$ cat src/rtl/barcode_frame_ctrl_if.sv
// Symbol/frame bus between the barcode decoder side, the frame consumer and barcode_frame_ctrl.
// The master drives En/Y/Ready. The slave (the controller) drives the decoder reset and the frame outputs.
interface barcode_frame_ctrl_if;
    logic       En;
    logic [1:0] Y;
    logic       Ready;
    logic       DecRst;
    logic [7:0] Data;
    logic [3:0] Len;
    logic       Valid;
    logic       Err;

    modport master (
        output En, Y, Ready,
        input  DecRst, Data, Len, Valid, Err
    );

    modport slave (
        input  En, Y, Ready,
        output DecRst, Data, Len, Valid, Err
    );
endinterface

$ cat src/rtl/barcode_frame_ctrl.sv
// Assembles decoder bit symbols into frames and hands each frame over with a Valid/Ready handshake.
// Optional macro BARCODE_PARITY_CHECK_EN adds a trailing even-parity bit that is checked and stripped.
module barcode_frame_ctrl #(
    parameter int MAX_BITS   = 8,
    parameter int IDLE_LIMIT = 15
) (
    input  logic                 Clk,
    input  logic                 Rst,
    barcode_frame_ctrl_if.slave  bus
);

`ifdef BARCODE_PARITY_CHECK_EN
    localparam int SR_W = MAX_BITS + 1;
`else
    localparam int SR_W = MAX_BITS;
`endif
    localparam logic [3:0] CNT_LIMIT = 4'(SR_W);
    localparam logic [3:0] IDLE_MAX  = 4'(IDLE_LIMIT);

    typedef enum logic [1:0] {IDLE, COLLECT, HOLD, FLUSH} state_t;

    state_t          state_reg, state_next;
    logic [SR_W-1:0] shift_reg, shift_next;
    logic [3:0]      cnt_reg, cnt_next;
    logic [3:0]      idle_reg, idle_next, idle_inc;
    logic            dec_rst_reg, dec_rst_next;
    logic            valid_reg, valid_next;
    logic            err_reg, err_next;
    logic [7:0]      data_reg, data_next, frame_data;
    logic [3:0]      len_reg, len_next, frame_len;
    logic            bit_wr, clr_frame, load_frame, err_evt;

    assign idle_inc = (idle_reg == 4'hF) ? idle_reg : idle_reg + 4'd1;

`ifdef BARCODE_PARITY_CHECK_EN
    logic parity_bad;
    // Bits above cnt are always zero, so a full-width XOR covers payload plus parity.
    assign parity_bad = ^shift_reg;
    assign frame_len  = cnt_reg - 4'd1;
`else
    assign frame_len  = cnt_reg;
`endif

    // Shift register: bit symbols land at position cnt, first bit at index 0.
    generate
        for (genvar gi = 0; gi < SR_W; gi++) begin : g_shift
            assign shift_next[gi] = clr_frame ? 1'b0 :
                                    (bit_wr && cnt_reg == 4'(gi)) ? bus.Y[1] :
                                    shift_reg[gi];
        end

        for (genvar gi = 0; gi < 8; gi++) begin : g_frame
            if (gi < MAX_BITS) begin : g_used
`ifdef BARCODE_PARITY_CHECK_EN
                assign frame_data[gi] = shift_reg[gi] & (4'(gi) < frame_len);
`else
                assign frame_data[gi] = shift_reg[gi];
`endif
            end else begin : g_unused
                assign frame_data[gi] = 1'b0;
            end
        end
    endgenerate

    always_ff @(posedge Clk) begin
        if (!Rst) begin
            state_reg <= IDLE;
            shift_reg <= '0;
            cnt_reg   <= 4'd0;
            idle_reg  <= 4'd0;
        end else begin
            state_reg <= state_next;
            shift_reg <= shift_next;
            cnt_reg   <= cnt_next;
            idle_reg  <= idle_next;
        end
    end

    always_comb begin
        state_next = state_reg;
        cnt_next   = cnt_reg;
        idle_next  = idle_reg;
        bit_wr     = 1'b0;
        clr_frame  = 1'b0;
        load_frame = 1'b0;
        err_evt    = 1'b0;
        case (state_reg)
            IDLE: begin
                clr_frame = 1'b1;
                cnt_next  = 4'd0;
                idle_next = 4'd0;
                if (bus.En) state_next = COLLECT;
            end
            COLLECT: begin
                if (!bus.En) begin
                    // Capture withdrawn: drop the partial frame without flagging it.
                    state_next = IDLE;
                    clr_frame  = 1'b1;
                    cnt_next   = 4'd0;
                    idle_next  = 4'd0;
                end else begin
                    case (bus.Y)
                        2'b01, 2'b10: begin
                            if (cnt_reg == CNT_LIMIT) begin
                                err_evt    = 1'b1;
                                state_next = FLUSH;
                            end else begin
                                bit_wr    = 1'b1;
                                cnt_next  = cnt_reg + 4'd1;
                                idle_next = 4'd0;
                            end
                        end
                        2'b00: begin
                            idle_next = idle_inc;
                            if (cnt_reg != 4'd0 && idle_inc == IDLE_MAX) begin
                                err_evt    = 1'b1;
                                state_next = FLUSH;
                            end
                        end
                        default: begin
                            if (cnt_reg != 4'd0) begin
`ifdef BARCODE_PARITY_CHECK_EN
                                if (cnt_reg == 4'd1) begin
                                    state_next = FLUSH;
                                end else if (parity_bad) begin
                                    err_evt    = 1'b1;
                                    state_next = FLUSH;
                                end else begin
                                    load_frame = 1'b1;
                                    state_next = HOLD;
                                end
`else
                                load_frame = 1'b1;
                                state_next = HOLD;
`endif
                            end
                        end
                    endcase
                end
            end
            HOLD: begin
                if (valid_reg && bus.Ready) state_next = FLUSH;
            end
            FLUSH: begin
                clr_frame  = 1'b1;
                cnt_next   = 4'd0;
                idle_next  = 4'd0;
                state_next = bus.En ? COLLECT : IDLE;
            end
            default: state_next = IDLE;
        endcase
    end

    // Outputs are registered from the next state, so they track the state register exactly.
    always_comb begin
        dec_rst_next = (state_next != COLLECT);
        valid_next   = (state_next == HOLD);
        err_next     = err_evt;
        data_next    = load_frame ? frame_data : data_reg;
        len_next     = load_frame ? frame_len  : len_reg;
    end

    always_ff @(posedge Clk) begin
        if (!Rst) begin
            dec_rst_reg <= 1'b1;
            valid_reg   <= 1'b0;
            err_reg     <= 1'b0;
            data_reg    <= 8'h00;
            len_reg     <= 4'd0;
        end else begin
            dec_rst_reg <= dec_rst_next;
            valid_reg   <= valid_next;
            err_reg     <= err_next;
            data_reg    <= data_next;
            len_reg     <= len_next;
        end
    end

    assign bus.DecRst = dec_rst_reg;
    assign bus.Valid  = valid_reg;
    assign bus.Err    = err_reg;
    assign bus.Data   = data_reg;
    assign bus.Len    = len_reg;

endmodule

$ cat src/flat_wrapper.sv
// flat-port wrapper written by rule: the top's interface ports become plain ports
module barcode_frame_ctrl_flat 
#(
    parameter int MAX_BITS   = 8,
    parameter int IDLE_LIMIT = 15
)
  (Clk, Rst, bus_En, bus_Y, bus_Ready, bus_DecRst, bus_Data, bus_Len, bus_Valid, bus_Err);
  barcode_frame_ctrl_if bus_i ();
  input  logic Clk;
  input  logic Rst;
  input wire logic [$bits(bus_i.En)-1:0] bus_En;
  input wire logic [$bits(bus_i.Y)-1:0] bus_Y;
  input wire logic [$bits(bus_i.Ready)-1:0] bus_Ready;
  output wire logic [$bits(bus_i.DecRst)-1:0] bus_DecRst;
  output wire logic [$bits(bus_i.Data)-1:0] bus_Data;
  output wire logic [$bits(bus_i.Len)-1:0] bus_Len;
  output wire logic [$bits(bus_i.Valid)-1:0] bus_Valid;
  output wire logic [$bits(bus_i.Err)-1:0] bus_Err;
  assign bus_i.En = bus_En;
  assign bus_i.Y = bus_Y;
  assign bus_i.Ready = bus_Ready;
  assign bus_DecRst = bus_i.DecRst;
  assign bus_Data = bus_i.Data;
  assign bus_Len = bus_i.Len;
  assign bus_Valid = bus_i.Valid;
  assign bus_Err = bus_i.Err;
  barcode_frame_ctrl #(.MAX_BITS(MAX_BITS), .IDLE_LIMIT(IDLE_LIMIT)) u_core (.Clk(Clk), .Rst(Rst), .bus(bus_i));
endmodule
$ cat config.mk
export PLATFORM = sky130hd
export DESIGN_NAME = barcode_frame_ctrl_flat
export DESIGN_NICKNAME = d
export VERILOG_FILES = /design/src/rtl/barcode_frame_ctrl_if.sv /design/src/rtl/barcode_frame_ctrl.sv /design/src/flat_wrapper.sv
export SDC_FILE = /design/constraint.sdc
export NUM_CORES = 1
export LEC_CHECK = 0
export BUFFER_PORTS_ARGS = -buffer_cell sky130_fd_sc_hd__buf_4
export CORE_MARGIN = 2
export CORE_UTILIZATION = 40
export DETAILED_ROUTE_END_ITERATION = 8
export PLACE_DENSITY = 0.66
export SYNTH_ARGS = -nofsm -noshare
export SYNTH_HDL_FRONTEND = slang
export SYNTH_SLANG_ARGS = --single-unit
export TNS_END_PERCENT = 10
$ cat constraint.sdc
create_clock -name Clk -period 3.24 [get_ports Clk]
set_input_delay 0.162 -clock Clk [delete_from_list [all_inputs] [get_ports Clk]]
set_output_delay 0.162 -clock Clk [all_outputs]
set_load 0.02 [all_outputs]
* After elaboration in Yosys (flattened, before gate mapping)
Index checks and enable logic that the tools add are counted.
** Word-level totals
- Word-level logic and storage cells :: 93
- Output and inout bits :: 15
- Bits in registers :: 33
- Input port bits :: 6
** Operators by class
- Muxes and demuxes :: 31
- Bitwise gates (word level) :: 1
- Reductions and logical operators :: 22
- Equal/unequal tests :: 21
- Add/sub/neg operators :: 2
** Operators with widths (count)
- 4-bit two-way mux :: 6
- 4-bit case mux with 2 select lines :: 3
- 4-bit by 3-bit == test with 1-bit output, second input constant :: 4
- 4-bit == test, second input constant :: 3
- 1-bit two-way mux :: 12
- 2-bit two-way mux :: 6
- 1-bit logical AND :: 10
- 3-bit AND reduction :: 3
- 4-bit by 1-bit adder with 4-bit output, second input constant :: 2
- 2-bit == test, second input constant :: 4
- 4-bit by 2-bit == test with 1-bit output, second input constant :: 2
- 2-bit case mux with 4 select lines :: 1
- 2-bit OR reduction :: 3
- 2-bit by 1-bit == test with 1-bit output, second input constant :: 2
- 4-bit by 1-bit == test with 1-bit output, second input constant :: 1
- 2-bit zero test :: 2
- 4-bit zero test :: 1
- 4-bit by 2-bit != test with 1-bit output, second input constant :: 1
- 4-bit != test, second input constant :: 1
- 1-bit case mux with 2 select lines :: 2
- 2-bit case mux with 2 select lines :: 1
- 4-bit nonzero test :: 1
- 3-bit by 2-bit != test with 1-bit output, second input constant :: 1
- 3-bit != test, second input constant :: 1
- 4 further kinds :: 4

* Longest topological paths before layout
Gate-level depths: netlist of run 1.
- Depth after elaboration :: 9
- Mapped depth :: 8
- Depth with buffers taken out :: 7

* Worst setup path before layout of run 1
OpenSTA, ideal clock, no wires.
- Path kind :: input-to-reg
- From :: in bus_Y[1]
- To :: reg u_core.shift_reg[4] (netlist: u_core.frame_data[4])
- Buffers on the path :: 1
- Data arrival time :: 1.519 ns
- Required time :: 3.107 ns
- Library setup time :: 0.133 ns
- Path slack :: 1.588 ns
- Cell stages on the path :: 8
- Path through :: clkbuf_1 > inv_1 > ha_1 > nand3_1 > nor3b_2 > nand2_1 > mux2i_1 > nor2_1
** Between the ends
- Longest elaborated chain between the ends :: 6
- Elaborated cells between the ends (all ways) :: 7
- Those cells by class :: eq/ne: 2; mux: 3; reduce/logical: 2
** RTL lines
- start, declared :: line flat_wrapper.sv:12 : input wire logic [$bits(bus_i.Y)-1:0] bus_Y;
- 2-bit by 1-bit == test with 1-bit output / 2-bit == test (equally long branches) :: line barcode_frame_ctrl.sv:102 : case (bus.Y)
- 2-bit OR reduction
- 1-bit two-way mux :: line barcode_frame_ctrl.sv:102
- 1-bit two-way mux :: line barcode_frame_ctrl.sv:95 : if (!bus.En) begin
- 1-bit two-way mux :: line barcode_frame_ctrl.sv:87 : case (state_reg)
- 1-bit logical AND :: line barcode_frame_ctrl.sv:48 : (bit_wr && cnt_reg == 4'(gi)) ? bus.Y[1] :
- end signal, assigned :: line barcode_frame_ctrl.sv:73 : shift_reg <= shift_next;
- end, declared :: line barcode_frame_ctrl.sv:23 : logic [SR_W-1:0] shift_reg, shift_next;
Parallel ways exist; a longest one is shown, timed or not.
A chain may end at the register's enable or synchronous reset.

* Final worst setup path of run 1
- From :: reg u_core.cnt_reg[0]
- To :: reg u_core.valid_reg (netlist: u_core.bus.Valid)
** Between the ends
- Longest elaborated chain between the ends :: 7
- Elaborated cells between the ends (all ways) :: 10
- Those cells by class :: eq/ne: 2; mux: 6; reduce/logical: 2
** RTL lines
- start, declared :: line barcode_frame_ctrl.sv:24 : logic [3:0] cnt_reg, cnt_next;
- start signal, assigned :: line barcode_frame_ctrl.sv:74 : cnt_reg <= cnt_next;
- 4-bit nonzero test :: line barcode_frame_ctrl.sv:115, barcode_frame_ctrl.sv:121
- 1-bit logical AND :: line barcode_frame_ctrl.sv:115 : if (cnt_reg != 4'd0 && idle_inc == IDLE_MAX) begin
- 2-bit two-way mux :: line barcode_frame_ctrl.sv:115
- 2-bit case mux with 2 select lines * :: line barcode_frame_ctrl.sv:102
- 2-bit two-way mux * :: line barcode_frame_ctrl.sv:95
- 2-bit case mux with 4 select lines * :: line barcode_frame_ctrl.sv:87
- 2-bit == test * :: line barcode_frame_ctrl.sv:157 : valid_next = (state_next == HOLD);
- end signal, assigned :: line barcode_frame_ctrl.sv:172 : valid_reg <= valid_next;
- end, declared :: line barcode_frame_ctrl.sv:27 : logic valid_reg, valid_next;
Mark *: on every way between the ends. The rest lies on a longest branch, timed or not.

==> qor.yml, run 1 <==
synthFlopType: "sky130_fd_sc_hd__dfxtp_1"
num_antenna_cells: 0
crit_path_end_kind: "flop"
rrSetupSlack_ns: 1.29
power.density_nw_per_um2: 486
cts_max_path_buffers: 2
holdBufCountCts: 0
post_drt_wl_per_cell_um: 12.7
cts_sinks: 33
cap_violations: 0
status: "complete, no violations"
clock_tree_from_tritoncts: "yes"
setup-violations-final: 0
place.gp.congestion: 0.826
fin_tns_setup_ns: 0
num_rows: 23
post_synth_num_cell_types: 42
worst_setup_hold_path_clk_slew_ns: 0.07
cts_post_setup_buffers_inserted: 0
num_vias: 1474
static-leakage-power_nw: 0.731
detail_route.wirelength_um: 3610
worst_r2r_path_depth: 7
rr_endpoint: "u_core.bus.Valid$_SDFF_PN0_"
skew_ns: 0.00367
drc_viols: 0
track_usage_pct: 17.0
synth_area_um2: 1680
synthesis.yosys.warnings: 0
layout_worst_path_cycle_share_pct: 60.2
ys_async_sr_fraction_pct: 0
tritoncts.num_buffers: 5
worst_slew_pin_slew_ns: 0.684
insertion_delay_ns: 0.28
postCtsResizedCells: 0
clock_tree.root_cell: "sky130_fd_sc_hd__clkbuf_8"
synth_enable_flop_cells: 0
setup.worst_path.start_class: "flop"
report.final.hold_viol_count: 0
syn-mean-instance-area_um2: 7.80
layout.filler_cells: 403
grt_first_pass_wirelength_um: 6040
start_util_pct: 41.8
max_freq_ghz: 0.513
core_area_um2: 4030
worst_case_headroom_to_the_max_slew_limit_pct: 54.3
io_buffer_count: 20
dp.final_hpwl_um: 2590
timing.hold.worst.start: "Rst"
post_synth_inst_count: 216
timing.critical_path.required_ns: 3.44
grt_antenna_before_repair: 0
overflow: 0
detail_route.vias_per_cell: 5.19
flow.area_growth_from_synthesis_pct: 17.4
rsz0062_at_grt: "no"
drt_first_pass_iters: 4
fin_nets: 250
timing.setup.critical_path_class: "flop to flop"
critical_path_peak_fanout: 6
drive_above_1_share_pct: 14.5
ys_seq_area_share_pct: 39.2
cp_data_arrival_time_ns: 2.15
synth_top_cells_by_area: "sky130_fd_sc_hd__dfxtp_1, sky130_fd_sc_hd__nand2_1, sky130_fd_sc_hd__ha_1, sky130_fd_sc_hd__a21oi_1, sky130_fd_sc_hd__nand3_1"
dieWidth_um: 68.9
grt_start_max_net_pins: 18
ctsHtreeMaxLevel: 2
min_delay_path_depth: 2
hold_path_class: "primary input to flop"
layout_min_cycle_time_ns: 1.95
synth.ff_latch_count: 33
ioPinCount: 21
fp.dieArea_um2: 4750
post_syn_nets: 233
regToRegStartpoint: "u_core.cnt_reg[0]$_SDFFE_PN0P_"
whs_endpoint: "u_core.bus.DecRst$_SDFF_PN1_"
die-height_um: 68.9
ant_nets: 0
postLayoutCoreUtil_pct: 49.1
ir_worst_vdd_v: 0.000275
finalMaxSlewViolations: 0
drt-initial-drc-count: 111
number_of_global_route_vias_before_repair: 1330
yosysTopAreaCell: "sky130_fd_sc_hd__dfxtp_1"
synth_top_cell_area_share_pct: 39.2
-- area by class of cell --
| type | instances | area, µm² | area share, % |
|---|---|---|---|
| clock buffer | 5 | 68.8 | 3.48 |
| clock inverter | 3 | 65.1 | 3.29 |
| inverter | 11 | 41.3 | 2.09 |
| multi-input combinational | 162 | 928 | 47.0 |
| sequential | 33 | 661 | 33.4 |
| tap | 50 | 62.6 | 3.16 |
| timing repair buffer | 20 | 150 | 7.59 |
-- cell usage after synthesis, types with 2 or more instances --
library cell	count
sky130_fd_sc_hd__a31oi_1	4
sky130_fd_sc_hd__o22ai_1	4
sky130_fd_sc_hd__and3_1	3
sky130_fd_sc_hd__nand3_1	12
sky130_fd_sc_hd__nand2b_1	2
sky130_fd_sc_hd__a21oi_1	23
sky130_fd_sc_hd__buf_2	2
sky130_fd_sc_hd__inv_1	11
sky130_fd_sc_hd__nand4_1	3
sky130_fd_sc_hd__nor3_1	4
sky130_fd_sc_hd__ha_1	11
sky130_fd_sc_hd__dfxtp_1	33
sky130_fd_sc_hd__clkbuf_2	2
sky130_fd_sc_hd__nand2_1	48
sky130_fd_sc_hd__nor2_1	13
sky130_fd_sc_hd__nor2b_1	2
sky130_fd_sc_hd__clkbuf_1	4
sky130_fd_sc_hd__nand3b_1	3
sky130_fd_sc_hd__a22oi_1	2
sky130_fd_sc_hd__nor3b_1	2
sky130_fd_sc_hd__o21ai_0	6
sky130_fd_sc_hd__and2_1	2
-- power breakdown --
| group | switching [mW] | total (mW) | internal [mW] |
|---|---|---|---|
| Clock | 0.156 | 0.461 | 0.306 |
| Combinational | 0.0540 | 0.0841 | 0.0301 |
| Sequential | 0.00436 | 0.415 | 0.410 |
| Total | 0.214 | 0.960 | 0.746 |
-- critical path, stage by stage, from the launching register on --
cell                       delay (ns)
sky130_fd_sc_hd__dfxtp_1         0.43
sky130_fd_sc_hd__inv_1           0.11
sky130_fd_sc_hd__ha_1            0.29
sky130_fd_sc_hd__nor3b_1         0.20
sky130_fd_sc_hd__a311oi_1        0.29
sky130_fd_sc_hd__a31oi_1         0.08
sky130_fd_sc_hd__a31oi_1         0.24
sky130_fd_sc_hd__nor3b_1         0.23
-- per-layer routing --
| metal | share of wire (%) | wire length, µm | vias up | global-route usage (%) |
|---|---|---|---|---|
| met5 | 0 | 0 | - | 0 |
| met2 | 43 | 1540 | 30 | 26.3 |
| met1 | 51 | 1850 | 660 | 23.5 |
| met4 | 1.1 | 38 | 0 | 4.41 |
| met3 | 4.9 | 178 | 6 | 4.38 |
| li1 | - | - | 778 | - |
-- cells in the final DEF (no fill, tap or decap), types with 3 or more instances in the layout --
master                     instances
sky130_fd_sc_hd__a31oi_1           4
sky130_fd_sc_hd__nand4_1           3
sky130_fd_sc_hd__nor3_1            4
sky130_fd_sc_hd__inv_1            11
sky130_fd_sc_hd__o22ai_1           4
sky130_fd_sc_hd__nand3_1          12
sky130_fd_sc_hd__nand3b_1          3
sky130_fd_sc_hd__o21ai_0           6
sky130_fd_sc_hd__buf_4            20
sky130_fd_sc_hd__nor2_1           13
sky130_fd_sc_hd__dfxtp_1          33
sky130_fd_sc_hd__and3_1            3
sky130_fd_sc_hd__clkbuf_8          5
sky130_fd_sc_hd__ha_1             11
sky130_fd_sc_hd__a21oi_1          23
sky130_fd_sc_hd__nand2_1          48
-- cell families (layout without fill, tap and decap cells) --
group           Yosys count  after routing  share of synthesized area [%]
simple gates             99             99                           27.7
fa+ha+maj                11             11                           8.17
mux                       1              1                          0.594
flops                    33             33                           39.2
buf+inv                  21             39                           5.65
xor+xnor                  1              1                          0.520
compound gates           50             50                           18.1
-- worst max path at each step --
stage | slack, ns | startpoint | end | depth (start not counted)
detailed placement | 1.30 | u_core.cnt_reg[0]$_SDFFE_PN0P_ | u_core.bus.Data[3]$_SDFFE_PN0P_ | 6
floorplan | 1.59 | bus_Y[1] | u_core.frame_data[4]$_SDFFE_PP0P_ | 8
finish | 1.29 | u_core.cnt_reg[0]$_SDFFE_PN0P_ | u_core.bus.Valid$_SDFF_PN0_ | 7
CTS | 1.28 | u_core.cnt_reg[0]$_SDFFE_PN0P_ | u_core.bus.Data[3]$_SDFFE_PN0P_ | 6
global placement | 1.32 | u_core.cnt_reg[0]$_SDFFE_PN0P_ | u_core.bus.Data[3]$_SDFFE_PN0P_ | 6
global route | 1.08 | u_core.cnt_reg[0]$_SDFFE_PN0P_ | u_core.bus.Len[0]$_SDFFE_PN0P_ | 6
-- metrics by stage --
step / hold WS (ns) / cell area, µm² / worst slack (ns) / std cells / power (mW)
floorplan: 0.428 / 1680 / 1.59 / 216 / 0.484
global placement: 0.440 / 1840 / 1.32 / 276 / 0.508
detailed placement: 0.446 / 1840 / 1.30 / 276 / 0.507
CTS: 0.174 / 1980 / 1.28 / 284 / 0.968
global route: 0.192 / 1980 / 1.08 / 284 / 0.997
finish: 0.175 / 1980 / 1.29 / 284 / 0.960
(Power assumes the default switching activity.)
==> run 2, diff against run 1 <==
PLACE_DENSITY = 0.68   (was 0.66)
clock period = 1.65 ns   (was 3.24 ns; I/O delays follow)
==> run 2 against run 1 <==
- register-to-register slack lost 1.2 ns
- clock skew grew 0.0030 ns
- critical path depth is the same
- final cell count grew 6.0%
- clock power grew 32%
- highest routed layer unchanged
- largest power group is now sequential cells
- flip-flop and latch count is the same
- die area is the same
- worst hold slack lost 0.086 ns
- wire length grew 3.5%
- non-clock buffer count grew 17
- utilization grew 4.0 points
==> qor.yml, run 2 (same netlist as run 1, synthesis figures left out) <==
ctsHtreeMaxLevel: 2  # unchanged
cts_sinks: 33  # unchanged
place.gp.congestion: 0.819  # was 0.826
num_rows: 23  # unchanged
num_antenna_cells: 0  # unchanged
detail_route.wirelength_um: 3740  # was 3610 µm
cap_violations: 0  # unchanged
worst_case_headroom_to_the_max_slew_limit_pct: 66.8  # was 54.3%
layout_worst_path_cycle_share_pct: 95.8  # was 60.2%
status: "complete, no violations"  # unchanged
postLayoutCoreUtil_pct: 53.0  # was 49.1%
layout_min_cycle_time_ns: 1.58  # was 1.95 ns
die-height_um: 68.9  # unchanged
io_buffer_count: 20  # unchanged
finalHoldWorstSlack_ns: 0.0894  # was 0.175 ns
report.final.hold_viol_count: 0  # unchanged
layout.filler_cells: 380  # was 403
ioPinCount: 21  # unchanged
cp_data_arrival_time_ns: 1.80  # was 2.15 ns
dieWidth_um: 68.9  # unchanged
critical_path_peak_fanout: 4  # was 6
final_common_cell: "sky130_fd_sc_hd__nand2_1"  # unchanged
overflow: 0  # unchanged
worst_setup_hold_path_clk_slew_ns: 0.07  # about the same
cts_max_path_buffers: 2  # unchanged
worst_slew_pin_slew_ns: 0.498  # was 0.684 ns
start_util_pct: 41.8  # unchanged
power.density_nw_per_um2: 767  # was 486 nW/µm²
ir_worst_vdd_v: 0.000364  # was 0.000275 V
ant_nets: 0  # unchanged
max_freq_ghz: 0.632  # was 0.513 GHz
timing.setup.critical_path_class: "flop to flop"  # unchanged
post_drt_wl_per_cell_um: 12.4  # was 12.7 µm
drt-initial-drc-count: 69  # was 111
clock_tree_from_tritoncts: "yes"  # unchanged
postLayoutSetupSlackWorst_ns: 0.0687  # was 1.29 ns
setup.worst_path.start_class: "flop"  # unchanged
grt_antenna_before_repair: 0  # unchanged
drc_viols: 0  # unchanged
min_delay_path_depth: 2  # unchanged
flow.area_growth_from_synthesis_pct: 26.9  # was 17.4%
crit_path_end_kind: "flop"  # unchanged
track_usage_pct: 17.9  # was 17.0%
drt_first_pass_iters: 4  # unchanged
detail_route.vias_per_cell: 5.15  # was 5.19
design_power_total_mw: 1.64  # was 0.960 mW
finalMaxSlewViolations: 0  # unchanged
clock_tree.root_cell: "sky130_fd_sc_hd__clkbuf_8"  # unchanged
layout.cells.most_common_list: "sky130_fd_sc_hd__nand2_1, sky130_fd_sc_hd__buf_4, sky130_fd_sc_hd__dfxtp_1, sky130_fd_sc_hd__a21oi_1, sky130_fd_sc_hd__nor2_1"  # was sky130_fd_sc_hd__nand2_1, sky130_fd_sc_hd__dfxtp_1, sky130_fd_sc_hd__a21oi_1, sky130_fd_sc_hd__buf_4, sky130_fd_sc_hd__nor2_1
holdBufCountCts: 0  # unchanged
fp.dieArea_um2: 4750  # unchanged
timing.critical_path.required_ns: 1.87  # was 3.44 ns
rsz0062_at_grt: "yes"  # was no
layout.cell_area.non_filler_um2: 2140  # was 1980 µm²
insertion_delay_ns: 0.29  # was 0.28 ns
placement.setup.worst_slack_ns: -0.120  # was 1.30 ns
number_of_global_route_vias_before_repair: 1358  # was 1330
setup-violations-final: 0  # unchanged
drive_above_1_share_pct: 27.1  # was 14.5%
hold_path_class: "primary input to flop"  # unchanged
worst_r2r_path_depth: 7  # unchanged
postPlaceCellArea_um2: 1960  # was 1840 µm²
tritoncts.num_buffers: 5  # unchanged
core_area_um2: 4030  # unchanged
num_vias: 1551  # was 1474
static-leakage-power_nw: 0.806  # was 0.731 nW
grt_first_pass_wirelength_um: 6270  # was 6040 µm
skew_ns: 0.00666  # was 0.00367 ns
fin_nets: 267  # was 250
grt_start_max_net_pins: 18  # unchanged
dp.final_hpwl_um: 2670  # was 2590 µm
[run 2: layout make-up]
type                    instances  area [µm²]  area share, %
multi-input cells             162        1010           47.1
clock buffers                   5        68.8           3.22
clock inverters                 3        17.5          0.820
repair buffers                 37         278           13.0
well taps                      50        62.6           2.93
flip-flops and latches         33         663           31.0
inverters                      11        41.3           1.93
[run 2: final timing paths]
path	from	endpoint	slack, ns
max	u_core.state_reg[1]$_SDFF_PN0_	u_core.bus.Valid$_SDFF_PN0_	0.07
min	Rst	u_core.bus.DecRst$_SDFF_PN1_	0.09
max reg2reg	u_core.state_reg[1]$_SDFF_PN0_	u_core.bus.Valid$_SDFF_PN0_	0.07
min reg2reg	u_core.frame_data[2]$_SDFFE_PP0P_	u_core.bus.Data[2]$_SDFFE_PN0P_	0.45
[run 2: what timing repair did]
item,4_1_cts,5_1_grt
endpoints found under the setup margin,14,20
resized for setup,6,15
pin swaps,1,4
setup buffers,0,1
[run 2: worst max-delay path: stages (launching register included)]
cell and delay (ns):
sky130_fd_sc_hd__dfxtp_1 0.33, sky130_fd_sc_hd__buf_4 0.13, sky130_fd_sc_hd__ha_2 0.21, sky130_fd_sc_hd__a21oi_1 0.07, sky130_fd_sc_hd__a311oi_2 0.29, sky130_fd_sc_hd__a31oi_1 0.09, sky130_fd_sc_hd__a31oi_2 0.21, sky130_fd_sc_hd__nor3b_2 0.18
[run 2: where the power goes]
part	total (mW)	leakage [nW]	internal (mW)	switching (mW)
Clock	0.610	0.0439	0.291	0.319
Combinational	0.215	0.495	0.0896	0.125
Sequential	0.814	0.267	0.807	0.00727
[run 2: stage by stage]
stage / cells / TNS [ns]
4_1_cts: 300 / 0
3_3_place_gp: 292 / -0.0400
5_1_grt: 301 / -0.0206
6_report: 301 / 0
2_1_floorplan: 216 / 0
3_5_place_dp: 292 / -0.631
[run 2: routing by layer]
| metal | vias to the layer above | track usage (%) | share of wire (%) |
|---|---|---|---|
| li1 | 810 | - | - |
| met3 | 7 | 5.19 | 4.2 |
| met4 | 0 | 6.37 | 1.3 |
| met1 | 706 | 23.6 | 48 |
| met2 | 28 | 27.8 | 46 |
| met5 | - | 0 | 0 |
==> run 3, diff against run 2 <==
PLACE_DENSITY = 0.66   (was 0.68)
clock period = 1.5 ns   (was 1.65 ns; I/O delays follow)
==> run 3 against run 2 <==
- the run now ends with negative setup slack left
- largest power group unchanged
- first-iteration DRC count fell by 25%
- critical path depth unchanged
- wire length is 6.7% higher
- flip-flop and latch count unchanged
- sequential power rose by 10%
- highest routed layer unchanged
- sequential share of layout area shrank 2.7 points
- die area did not move
- power is 12% higher
==> qor.yml, run 3 (same netlist as run 1, synthesis figures left out) <==
status: "finished with violations"  # was complete, no violations
failed_checks: "negative setup slack"
critical_path_peak_fanout: 5  # was 4
worst_setup_hold_path_clk_slew_ns: 0.07  # about the same
setup.worst_path.start_class: "flop"  # unchanged
postLayoutSetupSlackWorst_ns: -0.0524  # was 0.0687 ns
die-height_um: 68.9  # unchanged
final_common_cell: "sky130_fd_sc_hd__buf_4"  # was sky130_fd_sc_hd__nand2_1
drc_viols: 0  # unchanged
drive_above_1_share_pct: 35.6  # was 27.1%
power.density_nw_per_um2: 783  # was 767 nW/µm²
clock_tree.root_cell: "sky130_fd_sc_hd__clkbuf_8"  # unchanged
timing.setup.critical_path_class: "flop to flop"  # unchanged
worst_slew_pin_slew_ns: 0.540  # was 0.498 ns
ioPinCount: 21  # unchanged
worst_case_headroom_to_the_max_slew_limit_pct: 64.0  # was 66.8%
design_power_total_mw: 1.84  # was 1.64 mW
finalMaxSlewViolations: 0  # unchanged
dp.final_hpwl_um: 2760  # was 2670 µm
layout.cell_area.non_filler_um2: 2350  # was 2140 µm²
num_antenna_cells: 0  # unchanged
track_usage_pct: 17.9  # about the same
grt_first_pass_wirelength_um: 6200  # was 6270 µm
cts_sinks: 33  # unchanged
drt-initial-drc-count: 52  # was 69
layout.cells.most_common_list: "sky130_fd_sc_hd__buf_4, sky130_fd_sc_hd__nand2_1, sky130_fd_sc_hd__dfxtp_1, sky130_fd_sc_hd__a21oi_1, sky130_fd_sc_hd__nor2_1"  # was sky130_fd_sc_hd__nand2_1, sky130_fd_sc_hd__buf_4, sky130_fd_sc_hd__dfxtp_1, sky130_fd_sc_hd__a21oi_1, sky130_fd_sc_hd__nor2_1
fp.dieArea_um2: 4750  # unchanged
clock_tree_from_tritoncts: "yes"  # unchanged
detail_route.wirelength_um: 3990  # was 3740 µm
ant_nets: 0  # unchanged
skew_ns: 0.00363  # was 0.00666 ns
core_area_um2: 4030  # unchanged
cts_max_path_buffers: 2  # unchanged
hold_path_class: "primary input to flop"  # unchanged
overflow: 0  # unchanged
dieWidth_um: 68.9  # unchanged
fin_nets: 286  # was 267
max_freq_ghz: 0.644  # was 0.632 GHz
timing.critical_path.required_ns: 1.68  # was 1.87 ns
fin_tns_setup_ns: -0.189  # was 0 ns
num_rows: 23  # unchanged
layout_worst_path_cycle_share_pct: 103  # was 95.8%
num_vias: 1615  # was 1551
io_buffer_count: 20  # unchanged
holdBufCountCts: 0  # unchanged
place.gp.congestion: 0.878  # was 0.819
grt_antenna_before_repair: 0  # unchanged
crit_path_end_kind: "flop"  # unchanged
tritoncts.num_buffers: 5  # unchanged
layout_min_cycle_time_ns: 1.55  # was 1.58 ns
start_util_pct: 41.8  # unchanged
rsz0062_at_grt: "yes"  # unchanged
cp_data_arrival_time_ns: 1.73  # was 1.80 ns
placement.setup.worst_slack_ns: -0.273  # was -0.120 ns
drt_first_pass_iters: 4  # unchanged
post_drt_wl_per_cell_um: 12.5  # was 12.4 µm
detail_route.vias_per_cell: 5.05  # was 5.15
ctsHtreeMaxLevel: 2  # unchanged
flow.area_growth_from_synthesis_pct: 39.8  # was 26.9%
finalHoldWorstSlack_ns: 0.0736  # was 0.0894 ns
static-leakage-power_nw: 0.935  # was 0.806 nW
report.final.hold_viol_count: 0  # unchanged
setup-violations-final: 4  # was 0
postPlaceCellArea_um2: 2100  # was 1960 µm²
grt_start_max_net_pins: 18  # unchanged
ir_worst_vdd_v: 0.000527  # was 0.000364 V
cap_violations: 0  # unchanged
insertion_delay_ns: 0.29  # about the same
number_of_global_route_vias_before_repair: 1411  # was 1358
==> run 3: cell count changes in the layout (fill, tap and decap cells not counted), sizes merged <==
cell,previous run,this run
buf,37,56
clkbuf,5,6
clkinvlp,1,0
==> run 3: path summary, 6_finish.rpt <==
check,startpoint,endpoint,slack [ns],depth (start not counted)
worst max-delay path,u_core.cnt_reg[1]$_SDFFE_PN0P_,u_core.bus.DecRst$_SDFF_PN1_,-0.05,7
worst max register to register,u_core.cnt_reg[1]$_SDFFE_PN0P_,u_core.bus.DecRst$_SDFF_PN1_,-0.05,7
worst min-delay path,Rst,u_core.bus.DecRst$_SDFF_PN1_,0.07,2
worst min register to register,u_core.frame_data[2]$_SDFFE_PP0P_,u_core.bus.Data[2]$_SDFFE_PN0P_,0.45,2
==> run 3: stage by stage <==
stage,util [%],instances
detailed placement,52.1,307
global placement,52.1,307
global route,58.4,320
CTS,56.1,317
finish,58.4,320
floorplan,-,216
==> run 3: final cells by class <==
type                       count  area (µm²)
multi-input combinational    162        1060
fill                         360        1670
tap                           50        62.6
clock inverter                 2        10.0
inverter                      11        43.8
sequential                    33         668
timing repair buffer          56         437
clock buffer                   6        72.6
==> run 3: power by group <==
part           total, mW  internal [mW]  switching [mW]
Combinational      0.298          0.142           0.156
Clock              0.648          0.321           0.327
Sequential         0.898          0.888         0.00968
Total               1.84           1.35           0.493
==> run 3: timing repair <==
| action | 4_1_cts | 5_1_grt |
|---|---|---|
| setup buffers | 2 | 3 |
| setup endpoints to repair | 20 | 29 |
| resized for setup | 18 | 18 |
| pin swaps | 1 | 8 |
| cloned | 0 | 0 |
==> run 3: routing by layer <==
layer  up-vias  share of wire, %  wire length (µm)  global-route usage [%]
li1        854                 -                 -                       -
met1       730                46              1840                    21.2
met2        24                49              1940                    28.7
met3         7               3.4               135                    5.03
met4         0               1.8                72                    10.5
met5         -                 0                 0                       0
==> run 3: critical path, cell delays in order (launching register included) <==
cell	delay, ns
sky130_fd_sc_hd__dfxtp_2	0.33
sky130_fd_sc_hd__inv_2	0.05
sky130_fd_sc_hd__ha_4	0.17
sky130_fd_sc_hd__nor3b_4	0.16
sky130_fd_sc_hd__o21ai_0	0.21
sky130_fd_sc_hd__nand3_1	0.19
sky130_fd_sc_hd__a31oi_4	0.25
sky130_fd_sc_hd__nand3b_1	0.09
